File: src/rtl/fifo_sync_param_if.sv
// Handshake, data and status bundle for fifo_sync_param.
// The producer/consumer side uses the master modport; the FIFO uses the slave modport.
interface fifo_sync_param_if #(
  parameter int ADDR_W = 4,
  parameter int DATA_W = 4
);
  logic [DATA_W-1:0] buf_in;
  logic              wr_en;
  logic              rd_en;
  logic [ADDR_W:0]   uH;
  logic [ADDR_W:0]   uL;
  logic              err_clr;
  logic [DATA_W-1:0] buf_out;
  logic              out_valid;
  logic              buf_empty;
  logic              buf_full;
  logic              almost_full;
  logic              almost_empty;
  logic [ADDR_W:0]   fifo_counter;
  logic              overflow;
  logic              underflow;

  modport master (
    output buf_in, wr_en, rd_en, uH, uL, err_clr,
    input  buf_out, out_valid, buf_empty, buf_full, almost_full, almost_empty,
           fifo_counter, overflow, underflow
  );

  modport slave (
    input  buf_in, wr_en, rd_en, uH, uL, err_clr,
    output buf_out, out_valid, buf_empty, buf_full, almost_full, almost_empty,
           fifo_counter, overflow, underflow
  );
endinterface

File: src/rtl/fifo_sync_param.sv
// Parametrised single-clock FIFO with thresholds and sticky error flags.
// Define FIFO_FWFT_EN for first-word-fall-through reads; otherwise reads have one clock of latency.
module fifo_sync_param #(
  parameter int ADDR_W = 4,
  parameter int DATA_W = 4
) (
  input  logic               clk,
  input  logic               rst,
  fifo_sync_param_if.slave   bus
);
  localparam int              DEPTH      = 2 ** ADDR_W;
  localparam logic [ADDR_W:0] FULL_COUNT = (ADDR_W + 1)'(DEPTH);
  localparam logic [ADDR_W:0] CNT_ONE    = (ADDR_W + 1)'(1);
  localparam logic [ADDR_W-1:0] PTR_ONE  = ADDR_W'(1);

  logic [DATA_W-1:0] mem [DEPTH];
  logic [ADDR_W-1:0] wr_ptr;
  logic [ADDR_W-1:0] rd_ptr;
  logic [ADDR_W:0]   count;
  logic              overflow_q;
  logic              underflow_q;

  logic empty;
  logic full;
  logic push;
  logic pop;
  logic overflow_evt;
  logic underflow_evt;

  // A pop frees a slot in the same cycle, so a full FIFO still accepts a paired push.
  assign empty         = (count == '0);
  assign full          = (count == FULL_COUNT);
  assign pop           = bus.rd_en && !empty;
  assign push          = bus.wr_en && (!full || pop);
  assign overflow_evt  = bus.wr_en && full && !pop;
  assign underflow_evt = bus.rd_en && empty;

  // NOTE: sequential state uses non-blocking assignments so every register samples pre-edge values.
  always_ff @(posedge clk) begin
    if (rst) begin
      wr_ptr      <= '0;
      rd_ptr      <= '0;
      count       <= '0;
      overflow_q  <= 1'b0;
      underflow_q <= 1'b0;
    end else begin
      if (push) wr_ptr <= wr_ptr + PTR_ONE;
      if (pop)  rd_ptr <= rd_ptr + PTR_ONE;
      case ({push, pop})
        2'b10:   count <= count + CNT_ONE;
        2'b01:   count <= count - CNT_ONE;
        default: count <= count;
      endcase
      // A fresh error in the clearing cycle keeps the flag set.
      overflow_q  <= overflow_evt  || (overflow_q  && !bus.err_clr);
      underflow_q <= underflow_evt || (underflow_q && !bus.err_clr);
    end
  end

  // NOTE: the storage array has no reset; resetting the pointers and counter is what empties the FIFO.
  always_ff @(posedge clk) begin
    if (push && !rst) mem[wr_ptr] <= bus.buf_in;
  end

`ifdef FIFO_FWFT_EN
  assign bus.buf_out   = mem[rd_ptr];
  assign bus.out_valid = !empty;
`else
  logic [DATA_W-1:0] dout_q;
  logic              valid_q;

  always_ff @(posedge clk) begin
    if (rst) begin
      dout_q  <= '0;
      valid_q <= 1'b0;
    end else begin
      valid_q <= pop;
      if (pop) dout_q <= mem[rd_ptr];
    end
  end

  assign bus.buf_out   = dout_q;
  assign bus.out_valid = valid_q;
`endif

  assign bus.buf_empty    = empty;
  assign bus.buf_full     = full;
  assign bus.almost_full  = (count >= bus.uH);
  assign bus.almost_empty = (count <= bus.uL);
  assign bus.fifo_counter = count;
  assign bus.overflow     = overflow_q;
  assign bus.underflow    = underflow_q;
endmodule
File: src/flat_wrapper.sv
// flat-port wrapper written by rule: the top's interface ports become plain ports
module fifo_sync_param_flat 
#(
  parameter int ADDR_W = 4,
  parameter int DATA_W = 4
)
  (clk, rst, bus_buf_in, bus_wr_en, bus_rd_en, bus_uH, bus_uL, bus_err_clr, bus_buf_out, bus_out_valid, bus_buf_empty, bus_buf_full, bus_almost_full, bus_almost_empty, bus_fifo_counter, bus_overflow, bus_underflow);
  fifo_sync_param_if #(.ADDR_W(ADDR_W), .DATA_W(DATA_W)) bus_i ();
  input  logic clk;
  input  logic rst;
  input wire logic [$bits(bus_i.buf_in)-1:0] bus_buf_in;
  input wire logic [$bits(bus_i.wr_en)-1:0] bus_wr_en;
  input wire logic [$bits(bus_i.rd_en)-1:0] bus_rd_en;
  input wire logic [$bits(bus_i.uH)-1:0] bus_uH;
  input wire logic [$bits(bus_i.uL)-1:0] bus_uL;
  input wire logic [$bits(bus_i.err_clr)-1:0] bus_err_clr;
  output wire logic [$bits(bus_i.buf_out)-1:0] bus_buf_out;
  output wire logic [$bits(bus_i.out_valid)-1:0] bus_out_valid;
  output wire logic [$bits(bus_i.buf_empty)-1:0] bus_buf_empty;
  output wire logic [$bits(bus_i.buf_full)-1:0] bus_buf_full;
  output wire logic [$bits(bus_i.almost_full)-1:0] bus_almost_full;
  output wire logic [$bits(bus_i.almost_empty)-1:0] bus_almost_empty;
  output wire logic [$bits(bus_i.fifo_counter)-1:0] bus_fifo_counter;
  output wire logic [$bits(bus_i.overflow)-1:0] bus_overflow;
  output wire logic [$bits(bus_i.underflow)-1:0] bus_underflow;
  assign bus_i.buf_in = bus_buf_in;
  assign bus_i.wr_en = bus_wr_en;
  assign bus_i.rd_en = bus_rd_en;
  assign bus_i.uH = bus_uH;
  assign bus_i.uL = bus_uL;
  assign bus_i.err_clr = bus_err_clr;
  assign bus_buf_out = bus_i.buf_out;
  assign bus_out_valid = bus_i.out_valid;
  assign bus_buf_empty = bus_i.buf_empty;
  assign bus_buf_full = bus_i.buf_full;
  assign bus_almost_full = bus_i.almost_full;
  assign bus_almost_empty = bus_i.almost_empty;
  assign bus_fifo_counter = bus_i.fifo_counter;
  assign bus_overflow = bus_i.overflow;
  assign bus_underflow = bus_i.underflow;
  fifo_sync_param #(.ADDR_W(ADDR_W), .DATA_W(DATA_W)) u_core (.clk(clk), .rst(rst), .bus(bus_i));
endmodule
File: config.mk
export PLATFORM = sky130hd
export DESIGN_NAME = fifo_sync_param_flat
export DESIGN_NICKNAME = d
export VERILOG_FILES = /design/src/rtl/fifo_sync_param_if.sv /design/src/rtl/fifo_sync_param.sv /design/src/flat_wrapper.sv
export SDC_FILE = /design/constraint.sdc
export NUM_CORES = 1
export LEC_CHECK = 0
export ABC_CLOCK_PERIOD_IN_PS = 2900
export CAP_MARGIN = 30
export CORE_ASPECT_RATIO = 1.25
export CORE_MARGIN = 5
export CORE_UTILIZATION = 25
export CTS_CLUSTER_DIAMETER = 50
export DETAILED_ROUTE_END_ITERATION = 10
export PLACE_DENSITY = 0.52
export SYNTH_ARGS = -nofsm -noshare
export SYNTH_HDL_FRONTEND = slang
export SYNTH_SLANG_ARGS = --single-unit
File: constraint.sdc
create_clock -name clk -period 2.9 [get_ports clk]
set_input_delay 0.435 -clock clk [delete_from_list [all_inputs] [get_ports clk]]
set_output_delay 0.435 -clock clk [all_outputs]
set_load 0.005 [all_outputs]
Word-level counts from Yosys, hierarchy flattened:

Memory sizes are Yosys's and may differ from the RTL's. A register that Yosys moved wholly into a read port is not among the register bits.
Cells that the tools add are included.

* add/subtract/negate cells: 4
* reduce and logical (&&, ||, !) cells: 18
* multiplexer cells: 3
* $lt $le $gt $ge: 2
* equality and inequality tests: 3

Operators with widths (number)
* 5-bit one-hot mux with 2 select lines: 1
* 4-bit by 1-bit adder with 4-bit output, second input constant: 2
* 1-bit logical AND: 8
* 5-bit by 1-bit adder with 5-bit output, second input constant: 1
* 5-bit equality test, second input constant: 1
* 5-bit greater-or-equal comparator: 1
* 5-bit less-or-equal comparator: 1
* 1-bit zero test: 5
* 5-bit zero test: 1
* 5-bit by 1-bit subtractor with 5-bit output, second input constant: 1
* 1-bit logical OR: 3
* 2-bit by 1-bit equality test with 1-bit output, second input constant: 1
* 2-bit equality test, second input constant: 1
* 1-bit two-way mux: 2
* 2-bit nonzero test: 1

* register bits after elaboration: 16
* output and inout bits: 16
* logic and storage cells: 37
* RAM bits: 64
* memories: 1
* input bits: 19

Memory list
* u_core.mem: depth 16, bits a word 4, read ports 1, clocked after Yosys merged registers in 1, wr ports 1, RTL line fifo_sync_param.sv:16 `logic [DATA_W-1:0] mem [DEPTH];`

Depth between registers and ports, before layout:

* depth after elaboration: 8
* depth in mapped cells: 9
* gate-level depth less buffers: 8

Worst setup path before layout:

No wires, ideal clock.

* path kind: reg2reg
* start: register u_core.count[4], in the netlist u_core.bus.fifo_counter[4]
* end: register u_core.count[4], in the netlist u_core.bus.fifo_counter[4]
* data arrival time: 2.190 ns
* clock period less this slack: 2.317 ns
* path slack: 0.583 ns
* stages on the path, launching flop included: 9
* buffers on the path: 0
* path through: dfxtp_1 inv_1 a211oi_1 xor2_1 ha_1 or4_1 o31ai_1 xnor2_1 nor2_1

* word-level cells in the longest chain between the ends: 7

RTL lines
* start, declared: RTL line fifo_sync_param.sv:19 `logic [ADDR_W:0] count;`
* start signal, assigned: RTL line fifo_sync_param.sv:50 `2'b10: count <= count + CNT_ONE;`
* start signal, assigned: RTL line fifo_sync_param.sv:51 `2'b01: count <= count - CNT_ONE;`
* start signal, assigned: RTL line fifo_sync_param.sv:52 `default: count <= count;`
* 5-bit zero test: RTL line fifo_sync_param.sv:31 `assign empty = (count == '0);`
* 1-bit zero test: RTL line fifo_sync_param.sv:33 `assign pop = bus.rd_en && !empty;`
* 1-bit logical AND: RTL line fifo_sync_param.sv:33
* 1-bit logical OR: RTL line fifo_sync_param.sv:34 `assign push = bus.wr_en && (!full || pop);`
* 1-bit logical AND: RTL line fifo_sync_param.sv:34
* 2-bit by 1-bit equality test with 1-bit output / 2-bit equality test (equally long branches): RTL line fifo_sync_param.sv:49 `case ({push, pop})`
* 5-bit one-hot mux with 2 select lines / 2-bit nonzero test (equally long branches)

Several ways; a longest one is shown, not always the timed one.
A chain may end at the register's enable or synchronous reset.

Final worst setup path:

* start: register u_core.count[0], in the netlist u_core.bus.fifo_counter[0]
* end: output bus_almost_full

* word-level cells in the longest chain between the ends: 1

RTL lines
* 5-bit greater-or-equal comparator: RTL line fifo_sync_param.sv:88 `assign bus.almost_full = (count >= bus.uH);`
* end, declared: RTL line flat_wrapper.sv:21 `output wire logic [$bits(bus_i.almost_full)-1:0] bus_almost_full;`

No other way between the ends.

==> impl_metrics.json <==
{
  "outcome": "finished, final reports clean",
  "r2r-start": "u_core.bus.fifo_counter[2]",
  "wirelength_um": 7990,
  "grtUsageTotal": 0.0990,
  "p_int_mw": 2.48,
  "portBuffers": 34,
  "die_area_um2": 17700,
  "synth_most_common_cell": "edfxtp_1",
  "crit_type": "register to output port",
  "synth_top_area_share": 0.508,
  "swShare": 0.287,
  "syn_inst": 296,
  "yosys.area.top_type": "edfxtp_1",
  "min_path_cells": 2,
  "crit_arrival_ns": 2.19,
  "cp_max_fo": 7,
  "cts_made_buffers": 9,
  "ios": 35,
  "die_width_um": 120,
  "ys_types": 39,
  "synth-edff-count": 64,
  "fin_skew_ns": 0.00583,
  "vias": 2352,
  "antenna_cells": 0,
  "avgSynthCellArea_um2": 12.8,
  "drive_above_1_share": 0.0938,
  "synthArstFlopShare": 0,
  "r2r-end": "u_core.bus.fifo_counter[4]",
  "final_cell_count_no_fill": 523,
  "clkLatencyLatePin_ns": 0.33,
  "finalSetupViolations": 0,
  "drt-initial-drc-count": 80,
  "worst_slack_ns": 0.271,
  "critPathCaptureType": "output port",
  "power_frac_clock": 0.287,
  "pwr-share-seq": 0.431,
  "p_switching_mw": 0.999,
  "gp_congestion": 0.764,
  "core_um2": 15000,
  "grt_setup_unrepaired": "false",
  "fmaxAchievable_ghz": 0.380,
  "ant_nets": 0,
  "postPlaceCellArea_um2": 4340,
  "ys_seq_area_frac": 0.614,
  "comb_power_share": 0.283,
  "ir_drop_mv": 0.342,
  "rows": 50,
  "maxCapViolations": 0,
  "postCtsHoldBufs": 0,
  "dp_hpwl_um": 5870,
  "cp.required_ns": 2.47,
  "start_util": 0.253,
  "ys.flop_type": "edfxtp_1",
  "yosys-top-cells-count": "edfxtp_1 (64), nor2_1 (41), mux2i_1 (32), dfxtp_1 (20), o22ai_1 (17)",
  "clkTransAtPathRegs_ns": 0.06,
  "fin_nets": 371,
  "worst_pin_slew_ns": 0.762,
  "p_leak_nw": 1.53,
  "ys_seq_elements": 84,
  "synth_area_leaders": "edfxtp_1 (51%), dfxtp_1 (11%), mux2i_1 (8.5%), ha_1 (5.3%), nor2_1 (4.1%)",
  "synthToLayoutAreaGrowth_pct": 21.7,
  "cts_setup_buffers": 0,
  "hold_viol_final": 0,
  "dr.pass1.iters": 4,
  "routed_via_density": 4.50,
  "hp-class": "register to register",
  "grt_max_degree": 17,
  "postLayoutCoreUtil": 0.308,
  "setup.worst_path.start_class": "register",
  "synth_nets": 331,
  "relSlewSlack": 0.491,
  "ff2ff_setup_slack_ns": 0.54,
  "cts_sinks": 84,
  "route.detailed.drc": 0,
  "grt_pass1_wl_um": 13400,
  "hold_path_end": "u_core.bus.buf_out[3]",
  "min_period_ns": 2.63,
  "grt_pass1_vias": 2590,
  "wl_per_cell_um": 15.3,
  "cts-root-buf": "clkbuf_16",
  "fin_hold_ws_ns": 0.500,
  "htree_levels": 3,
  "power_mw": 3.48,
  "cts_tree": "built",
  "yosysWarningCount": 0,
  "die_h_um": 148,
  "drv_slew": 0,
  "post-place-ws_ns": 0.00117,
  "finalInstanceArea_um2": 4600,
  "setup_tns_ns": 0,
  "powerDensity_nw_per_um2": 756,
  "clockBufferDepth": 2,
  "finalCritPeriodShare": 0.907,
  "nFillCells": 1488,
  "grt-ovfl-total": 0,
  "worst_hold_startpoint": "u_core.bus.buf_out[3]",
  "antenna_found_initial": 0,
  "netlist_area_um2": 3780,
  "dp.cells": 507,
  "r2r_cells": 8
}
## routing by layer
layer  up-vias  track usage  routed length [um]
met5         -            0                   0
met3        15       0.0279                 372
met4         0       0.0533                 259
li1       1175            -                   -
met1      1096        0.109                3320
met2        66        0.172                4040
## worst max-delay path: stages (launching register included)
cell and delay (ns):
dfxtp_2 0.40, inv_1 0.10, ha_1 0.29, nand2b_1 0.14
a21oi_1 0.20, nor2b_1 0.06, o21ai_0 0.14, a21oi_1 0.08
clkdlybuf4s50_1 0.45
## cell usage in the layout (no fill, tap or decap), types with 3 or more instances in the layout
cell type / netlist / layout
o22ai_1: 17 / 17
xor2_1: 6 / 6
buf_4: 0 / 9
mux2i_1: 32 / 32
clkbuf_16: 0 / 9
nor4_1: 6 / 6
nand4_1: 3 / 3
a211oi_1: 5 / 5
nand3b_1: 4 / 4
inv_1: 14 / 14
o21a_1: 3 / 3
clkdlybuf4s50_1: 0 / 33
nand2_1: 9 / 9
nor2_1: 41 / 41
xnor2_1: 5 / 5
edfxtp_1: 64 / 64
dfxtp_1: 20 / 18
or3b_2: 3 / 3
ha_1: 16 / 16
a21oi_1: 10 / 10
nor2b_1: 6 / 6
## sequential cells by signal, indices dropped and copies added, names as in the netlist
register / flops
u_core.bus.out_valid: 1
u_core.rd_ptr: 4
u_core.bus.buf_out: 4
u_core.bus.fifo_counter: 5
u_core.bus.underflow: 1
u_core.wr_ptr: 4
u_core.mem: 64
u_core.bus.overflow: 1
## worst max path at each step
| stage | from | end | slack (ns) | cells after the start |
|---|---|---|---|---|
| 4_1_cts | u_core.bus.fifo_counter[0] | bus_almost_full | 0.11 | 8 |
| 6_report | u_core.bus.fifo_counter[0] | bus_almost_full | 0.27 | 8 |
| 3_5_place_dp | bus_uL[1] | bus_almost_empty | 0.001 | 9 |
| 2_1_floorplan | u_core.bus.fifo_counter[4] | u_core.bus.fifo_counter[4] | 0.58 | 8 |
| 3_3_place_gp | bus_uL[1] | bus_almost_empty | 0.02 | 9 |
| 5_1_grt | u_core.bus.fifo_counter[0] | bus_almost_full | 0.12 | 8 |
## cell families (layout without fill, tap and decap cells)
logic type,after synthesis,in the layout,synth area share
adder cells (fa/ha/maj),16,16,0.0529
flip-flops,84,84,0.614
buffers and inverters,28,73,0.0347
AO/OA/AOI/OAI,41,41,0.0691
XOR/XNOR,11,11,0.0255
AND/OR/NAND/NOR,82,82,0.110
multiplexers,34,34,0.0936
## area by class of cell
cell class | count | area, um2 | area share
clock buffer | 11 | 233 | 0.0506
tap | 182 | 228 | 0.0495
clock inverter | 5 | 28.8 | 0.00625
timing repair buffer | 43 | 407 | 0.0883
multi-input combinational | 184 | 1330 | 0.289
sequential | 84 | 2320 | 0.505
inverter | 14 | 52.6 | 0.0114
## power by group through the flow
stage,Clock [mW],Sequential [mW],Combinational (mW)
3_3_place_gp,0,1.52,0.978
3_5_place_dp,0,1.52,0.996
4_1_cts,1.03,1.50,0.998
2_1_floorplan,0,1.50,0.624
5_1_grt,1.07,1.52,1.12
6_report,0.997,1.50,0.983
## repair_timing
action / 4_1_cts / 5_1_grt
gates resized for setup: 1 / 1
endpoints found under the setup margin: 1 / 1
hold endpoints to repair: 0 / 0
cloned: 0 / 0
Power figures use the tool's default switching activity.
